### src/rtl/fp_addsub_seq.sv
// Sequential IEEE-754 single-precision adder/subtractor (IDLE/ALIGN/ADD/NORM/DONE); optional RNE rounding via FP_SEQ_RNE_EN.
// Latency: out_valid rises k+4 cycles after acceptance, k = number of NORM shift steps (0 for zero sum).
// Backpressure: result held in DONE until out_ready; in_ready only in IDLE, one idle cycle after each DONE handshake.
module fp_addsub_seq (
   input  logic        clk,
   input  logic        rst,
   input  logic        in_valid,
   output logic        in_ready,
   input  logic [31:0] a,
   input  logic [31:0] b,
   input  logic        op,
   output logic        out_valid,
   input  logic        out_ready,
   output logic [31:0] result,
   output logic        overflow,
   output logic        busy
);

   typedef enum logic [2:0] {S_IDLE, S_ALIGN, S_ADD, S_NORM, S_DONE} state_t;

   state_t      r_state, w_next;
   logic [31:0] r_a, r_b;
   logic        r_nan, r_sign, r_sign_s;
   logic [9:0]  r_exp;
   logic [26:0] r_mbig, r_msml;     // {hidden, frac[22:0], guard, round, sticky}
   logic [27:0] r_sum;              // extra top bit catches the carry out
   logic        r_out_vld, r_ovf;
   logic [31:0] r_result;

   // ---- ALIGN datapath: order operands by magnitude, shift the smaller one ----
   logic [7:0]  w_ea, w_eb, w_e_big, w_e_sml, w_diff;
   logic [23:0] w_ma, w_mb, w_m_big, w_m_sml;
   logic        w_swap, w_s_big, w_s_sml, w_lost;
   logic [26:0] w_ext, w_shifted, w_mask, w_sml_al;

   assign w_ea    = r_a[30:23];
   assign w_eb    = r_b[30:23];
   // exponent 0 inputs are flushed to zero
   assign w_ma    = (w_ea != 8'd0) ? {1'b1, r_a[22:0]} : 24'd0;
   assign w_mb    = (w_eb != 8'd0) ? {1'b1, r_b[22:0]} : 24'd0;
   assign w_swap  = {w_eb, w_mb} > {w_ea, w_ma};
   assign w_e_big = w_swap ? w_eb : w_ea;
   assign w_e_sml = w_swap ? w_ea : w_eb;
   assign w_m_big = w_swap ? w_mb : w_ma;
   assign w_m_sml = w_swap ? w_ma : w_mb;
   assign w_s_big = w_swap ? r_b[31] : r_a[31];
   assign w_s_sml = w_swap ? r_a[31] : r_b[31];
   assign w_diff  = w_e_big - w_e_sml;
   assign w_ext     = {w_m_sml, 3'b000};
   assign w_shifted = w_ext >> w_diff;
   assign w_mask    = (27'd1 << w_diff) - 27'd1;
   assign w_lost    = |(w_ext & w_mask);
   // shifts of 26 or more leave nothing but the sticky bit
   assign w_sml_al  = (w_diff >= 8'd26) ? {26'd0, |w_m_sml}
                                        : {w_shifted[26:1], w_shifted[0] | w_lost};

   // ---- ADD datapath: magnitude add or subtract (big >= small, so no borrow) ----
   logic [27:0] w_sum;
   assign w_sum = (r_sign == r_sign_s) ? ({1'b0, r_mbig} + {1'b0, r_msml})
                                       : ({1'b0, r_mbig} - {1'b0, r_msml});

   // ---- NORM decision and final packing ----
   logic        w_zero, w_norm_done, w_rnd_up, w_ovf;
   logic [23:0] w_frac_r;
   logic [22:0] w_frac_f;
   logic [9:0]  w_exp_f;
   logic [31:0] w_res;

   assign w_zero      = (r_sum == 28'd0);
   assign w_norm_done = r_nan | w_zero | (~r_sum[27] & (r_sum[26] | (r_exp == 10'd0)));
`ifdef FP_SEQ_RNE_EN
   assign w_rnd_up    = r_sum[2] & (r_sum[1] | r_sum[0] | r_sum[3]);
`else
   assign w_rnd_up    = 1'b0;
`endif
   assign w_frac_r    = {1'b0, r_sum[25:3]} + {23'd0, w_rnd_up};
   // a rounding carry bumps the exponent and clears the fraction
   assign w_exp_f     = r_exp + {9'd0, w_frac_r[23]};
   assign w_frac_f    = w_frac_r[23] ? 23'd0 : w_frac_r[22:0];
   assign w_ovf       = ~r_nan & ~w_zero & (w_exp_f >= 10'd255);
   assign w_res       = r_nan  ? 32'h7FC0_0000 :
                        w_zero ? 32'h0000_0000 :
                        w_ovf  ? {r_sign, 8'hFF, 23'd0} :
                                 {r_sign, w_exp_f[7:0], w_frac_f};

   // State register
   always_ff @(posedge clk) begin
      if (rst) r_state <= S_IDLE;
      else     r_state <= w_next;
   end

   // Next-state and handshake outputs
   always_comb begin
      w_next   = r_state;
      in_ready = 1'b0;
      busy     = 1'b1;
      case (r_state)
         S_IDLE: begin
            in_ready = 1'b1;
            busy     = 1'b0;
            if (in_valid) w_next = S_ALIGN;
         end
         S_ALIGN: w_next = S_ADD;
         S_ADD:   w_next = S_NORM;
         S_NORM:  if (w_norm_done) w_next = S_DONE;
         S_DONE:  if (r_out_vld && out_ready) w_next = S_IDLE;
         default: w_next = S_IDLE;
      endcase
   end

   // Datapath registers advanced per state
   always_ff @(posedge clk) begin
      if (rst) begin
         r_a       <= 32'd0;
         r_b       <= 32'd0;
         r_nan     <= 1'b0;
         r_sign    <= 1'b0;
         r_sign_s  <= 1'b0;
         r_exp     <= 10'd0;
         r_mbig    <= 27'd0;
         r_msml    <= 27'd0;
         r_sum     <= 28'd0;
         r_out_vld <= 1'b0;
         r_result  <= 32'd0;
         r_ovf     <= 1'b0;
      end else begin
         case (r_state)
            S_IDLE: if (in_valid) begin
               r_a   <= a;
               r_b   <= {b[31] ^ op, b[30:0]};
               r_nan <= (a[30:23] == 8'hFF) | (b[30:23] == 8'hFF);
            end
            S_ALIGN: begin
               r_mbig   <= {w_m_big, 3'b000};
               r_msml   <= w_sml_al;
               r_exp    <= {2'b00, w_e_big};
               r_sign   <= w_s_big;
               r_sign_s <= w_s_sml;
            end
            S_ADD: begin
               r_sum <= w_sum;
               if (w_sum == 28'd0) r_sign <= 1'b0;
            end
            S_NORM: begin
               if (w_norm_done) begin
                  r_result <= w_res;
                  r_ovf    <= w_ovf;
               end else if (r_sum[27]) begin
                  r_sum <= {1'b0, r_sum[27:2], r_sum[1] | r_sum[0]};
                  r_exp <= r_exp + 10'd1;
               end else begin
                  r_sum <= {r_sum[26:0], 1'b0};
                  r_exp <= r_exp - 10'd1;
               end
            end
            S_DONE: begin
               // out_valid rises one cycle into DONE and drops on the handshake
               if (!r_out_vld)     r_out_vld <= 1'b1;
               else if (out_ready) r_out_vld <= 1'b0;
            end
            default: ;
         endcase
      end
   end

   assign out_valid = r_out_vld;
   assign result    = r_result;
   assign overflow  = r_ovf;

endmodule
### config.mk
export PLATFORM = sky130hd
export DESIGN_NAME = fp_addsub_seq
export DESIGN_NICKNAME = d
export VERILOG_FILES = /design/src/rtl/fp_addsub_seq.sv
export SDC_FILE = /design/constraint.sdc
export NUM_CORES = 1
export LEC_CHECK = 0
export ABC_AREA = 1
export BUFFER_PORTS_ARGS = -buffer_cell sky130_fd_sc_hd__clkbuf_2
export CAP_MARGIN = 20
export CORE_ASPECT_RATIO = 0.6
export CORE_MARGIN = 2
export CORE_UTILIZATION = 50
export DETAILED_ROUTE_END_ITERATION = 6
export HOLD_SLACK_MARGIN = 0.12
export PLACE_DENSITY = 0.65
export SLEW_MARGIN = 20
export SYNTH_ARGS = -nofsm -noshare
export SYNTH_HDL_FRONTEND = slang
export SYNTH_SLANG_ARGS = --single-unit
export TNS_END_PERCENT = 20
### constraint.sdc
create_clock -name clk -period 9.23 [get_ports clk]
set_input_delay 0.923 -clock clk [delete_from_list [all_inputs] [get_ports clk]]
set_output_delay 0.923 -clock clk [all_outputs]
set_load 0.1 [all_outputs]
==> flow_metrics.env <==
export IMPL_status="finished clean"
export IMPL_finalCritPeriodShare=0.727
export IMPL_coreArea_um2=27800
export IMPL_diodes=0
export IMPL_die_area_um2=30000
export IMPL_die_w_um=222
export IMPL_hold_viol=0
export IMPL_grt_ovfl_total=0
export IMPL_cp_data_required_time_ps=9550
export IMPL_pre_cts_slack_ps=2530
export IMPL_rows=47
export IMPL_setup_slack_ps=2520
export IMPL_power_density_nw_per_um2=353
export IMPL_layout_commonest_cell="nand2_1"
export IMPL_synth_compound_area_frac=0.268
export IMPL_postCtsSetupBuffers=0
export IMPL_clk_insertion_delay_late_ps=460
export IMPL_min_period_ps=6710
export IMPL_synth_xor_area_share=0.0215
export IMPL_worstRegToRegCells=33
export IMPL_cts_root_buf="clkbuf_16"
export IMPL_synth_seq_cells=193
export IMPL_synthAdderAreaFrac=0.0816
export IMPL_ctsResizeCount=0
export IMPL_grt_max_degree=125
export IMPL_setup_tns_ps=0
export IMPL_max_slew_margin_rel=0.0935
export IMPL_final_setup_viol_count=0
export IMPL_ys_types=63
export IMPL_synth_edf_count=0
export IMPL_drt_iter0_drc=1993
export IMPL_syn_nets=2357
export IMPL_synth_top_family_by_area="compound AO/OA/AOI/OAI gates"
export IMPL_max_stage_delay_ps=680
export IMPL_worstHoldPathCells=2
export IMPL_finalClockSkew_ps=16.3
export IMPL_routabilityCongestion=0.972
export IMPL_worst_pin_slew_ps=1350
export IMPL_seq_area_frac_synth=0.270
export IMPL_total_power_mw=5.48
export IMPL_mostFrequentLayoutCells="nand2_1, inv_1, a21oi_1"
export IMPL_cts_reportedPaths_clkPinSlew_ps=90
export IMPL_cp_data_arrival_time_ps=7030
export IMPL_synthCells=2196
export IMPL_ys_warn_count=0
export IMPL_nNetsFinal=2377
export IMPL_vias=15000
export IMPL_track_usage=0.323
export IMPL_first_global_vias=13000
export IMPL_worstSetupPathType="reg2reg"
export IMPL_critPathMaxFanout=66
export IMPL_grt_first_pass_wirelength_mm=75.0
export IMPL_cts_num_sinks=193
export IMPL_htreeDepth=4
export IMPL_endpoint_kind="register"
export IMPL_hold_path_class="reg2reg"
export IMPL_drtPass1Iterations=6
export IMPL_via_per_inst=5.78
export IMPL_ios=105
export IMPL_post_drt_wl_per_cell_um=18.6
export IMPL_syn_area_per_cell_um2=6.51
export IMPL_wl_mm=48.4
export IMPL_leakagePower_nw=7.38
export IMPL_cts_buffer_depth=2
export IMPL_crit_top_cell="nand2_1"
export IMPL_drc=0
export IMPL_cts_tree="built"
export IMPL_ant_nets=0
export IMPL_dpl_hpwl_mm=37.8
export IMPL_cpMaxStageDelayCell="nor2_1"
export IMPL_cts_hold_buffers=0
export IMPL_synthMuxAreaShare=0.00280
export IMPL_max_freq_mhz=149
export IMPL_syn_to_final_growth_pct=8.50
export IMPL_maxCapViolations=0
export IMPL_antenna_found_initial=0
export IMPL_drv_slew=0
export IMPL_start_util=0.514
export IMPL_rsz0062_at_grt="false"
export IMPL_drive_above_1_share=0.100
export IMPL_synthSimpleGateAreaFrac=0.243
export IMPL_async_flop_share=0
export IMPL_syn_area_um2=14300
export IMPL_portBuffers=104
export IMPL_dieHeight_um=135
export IMPL_synth_top_flop_cell="dfxtp_1"
export IMPL_startpoint_type="register"
export IMPL_vdd_drop_max_mv=0.189
export IMPL_numCtsBuffers=17
==> state kept, by name, summed over array words and instances (netlist names), 3 cells and up <==
| name | count |
|---|---|
| r_exp | 10 |
| r_sum | 28 |
| r_msml | 27 |
| r_state | 3 |
| r_b | 32 |
| r_mbig | 24 |
| result | 32 |
| r_a | 32 |
==> Yosys cell counts, drive strengths merged, types with 4 or more instances <==
cell type	number	share of area
nand2	456	0.13
o21bai	7	0.0037
or2	4	0.0018
a31oi	24	0.011
nor2	194	0.054
mux2i	4	0.0028
a22oi	5	0.0030
a21oi	238	0.084
clkbuf	95	0.025
xor2	29	0.019
a211oi	8	0.0042
ha	90	0.079
o211ai	31	0.016
a221oi	4	0.0025
dfxtp	193	0.27
o2111ai	6	0.0037
a21boi	5	0.0026
o21ai	260	0.093
nand3b	5	0.0026
nor4	13	0.0057
nor3	15	0.0053
o22ai	18	0.010
a21o	5	0.0026
o211a	17	0.012
o21a	12	0.0063
nand4	34	0.017
inv	296	0.078
buf	23	0.0097
o221ai	16	0.0098
nand3	73	0.027
==> final timing paths <==
kind	end	from	slack, ps
max	r_msml[0]$_SDFFE_PP0P_	r_b[28]$_SDFFE_PP0P_	2520
min	r_a[9]$_SDFFE_PP0P_	r_a[9]$_SDFFE_PP0P_	460
max reg2reg	r_msml[0]$_SDFFE_PP0P_	r_b[28]$_SDFFE_PP0P_	2520
min reg2reg	r_a[9]$_SDFFE_PP0P_	r_a[9]$_SDFFE_PP0P_	460
==> cell type report <==
class | instances | area [µm²]
repair buffers | 119 | 633
flip-flops and latches | 193 | 3860
inverters | 299 | 1120
well taps | 367 | 459
multi-input cells | 1586 | 8820
clock inverters | 14 | 173
fillers | 2771 | 12300
clock buffers | 18 | 429
==> cells by family after synthesis <==
logic type	count (synthesis)
mux	4
buf+inv	417
fa+ha+maj	92
compound gates	660
simple gates	798
xor+xnor	32
flops	193
==> routing by layer <==
layer  global-route usage  up-vias  part of all wire
li1                     -     7391                 -
met1                0.509     6931              0.50
met3                0.107       40              0.12
met5               0.0290        -            0.0024
met4               0.0499        2            0.0091
met2                0.411      647              0.36
==> power breakdown <==
part / leakage [nW] / switching (mW) / internal [mW] / total, mW
sequential: 1.58 / 0.155 / 0.983 / 1.14
clock: 0.292 / 0.407 / 0.371 / 0.778
combinational: 5.51 / 2.59 / 0.978 / 3.56
==> worst max-delay path, delay by kind of cell (launching register included) <==
family | cells | cell delay, ps
AOI/OAI and AO/OA | 1 | 60
buffers and inverters | 4 | 1140
adders and majority gates | 2 | 680
DFF | 1 | 360
and+or+nand+nor | 26 | 4270
==> stage by stage <==
stage / instances / utilization / instance area (µm²) / hold slack (ps)
after floorplan: 2196 / - / 14300 / 430
after global placement: 2564 / 0.536 / 14900 / 449
after detailed placement: 2564 / 0.536 / 14900 / 453
after CTS: 2596 / 0.557 / 15500 / 465
after global routing: 2596 / 0.557 / 15500 / 475
final: 2596 / 0.557 / 15500 / 463
(Power assumes the default switching activity.)
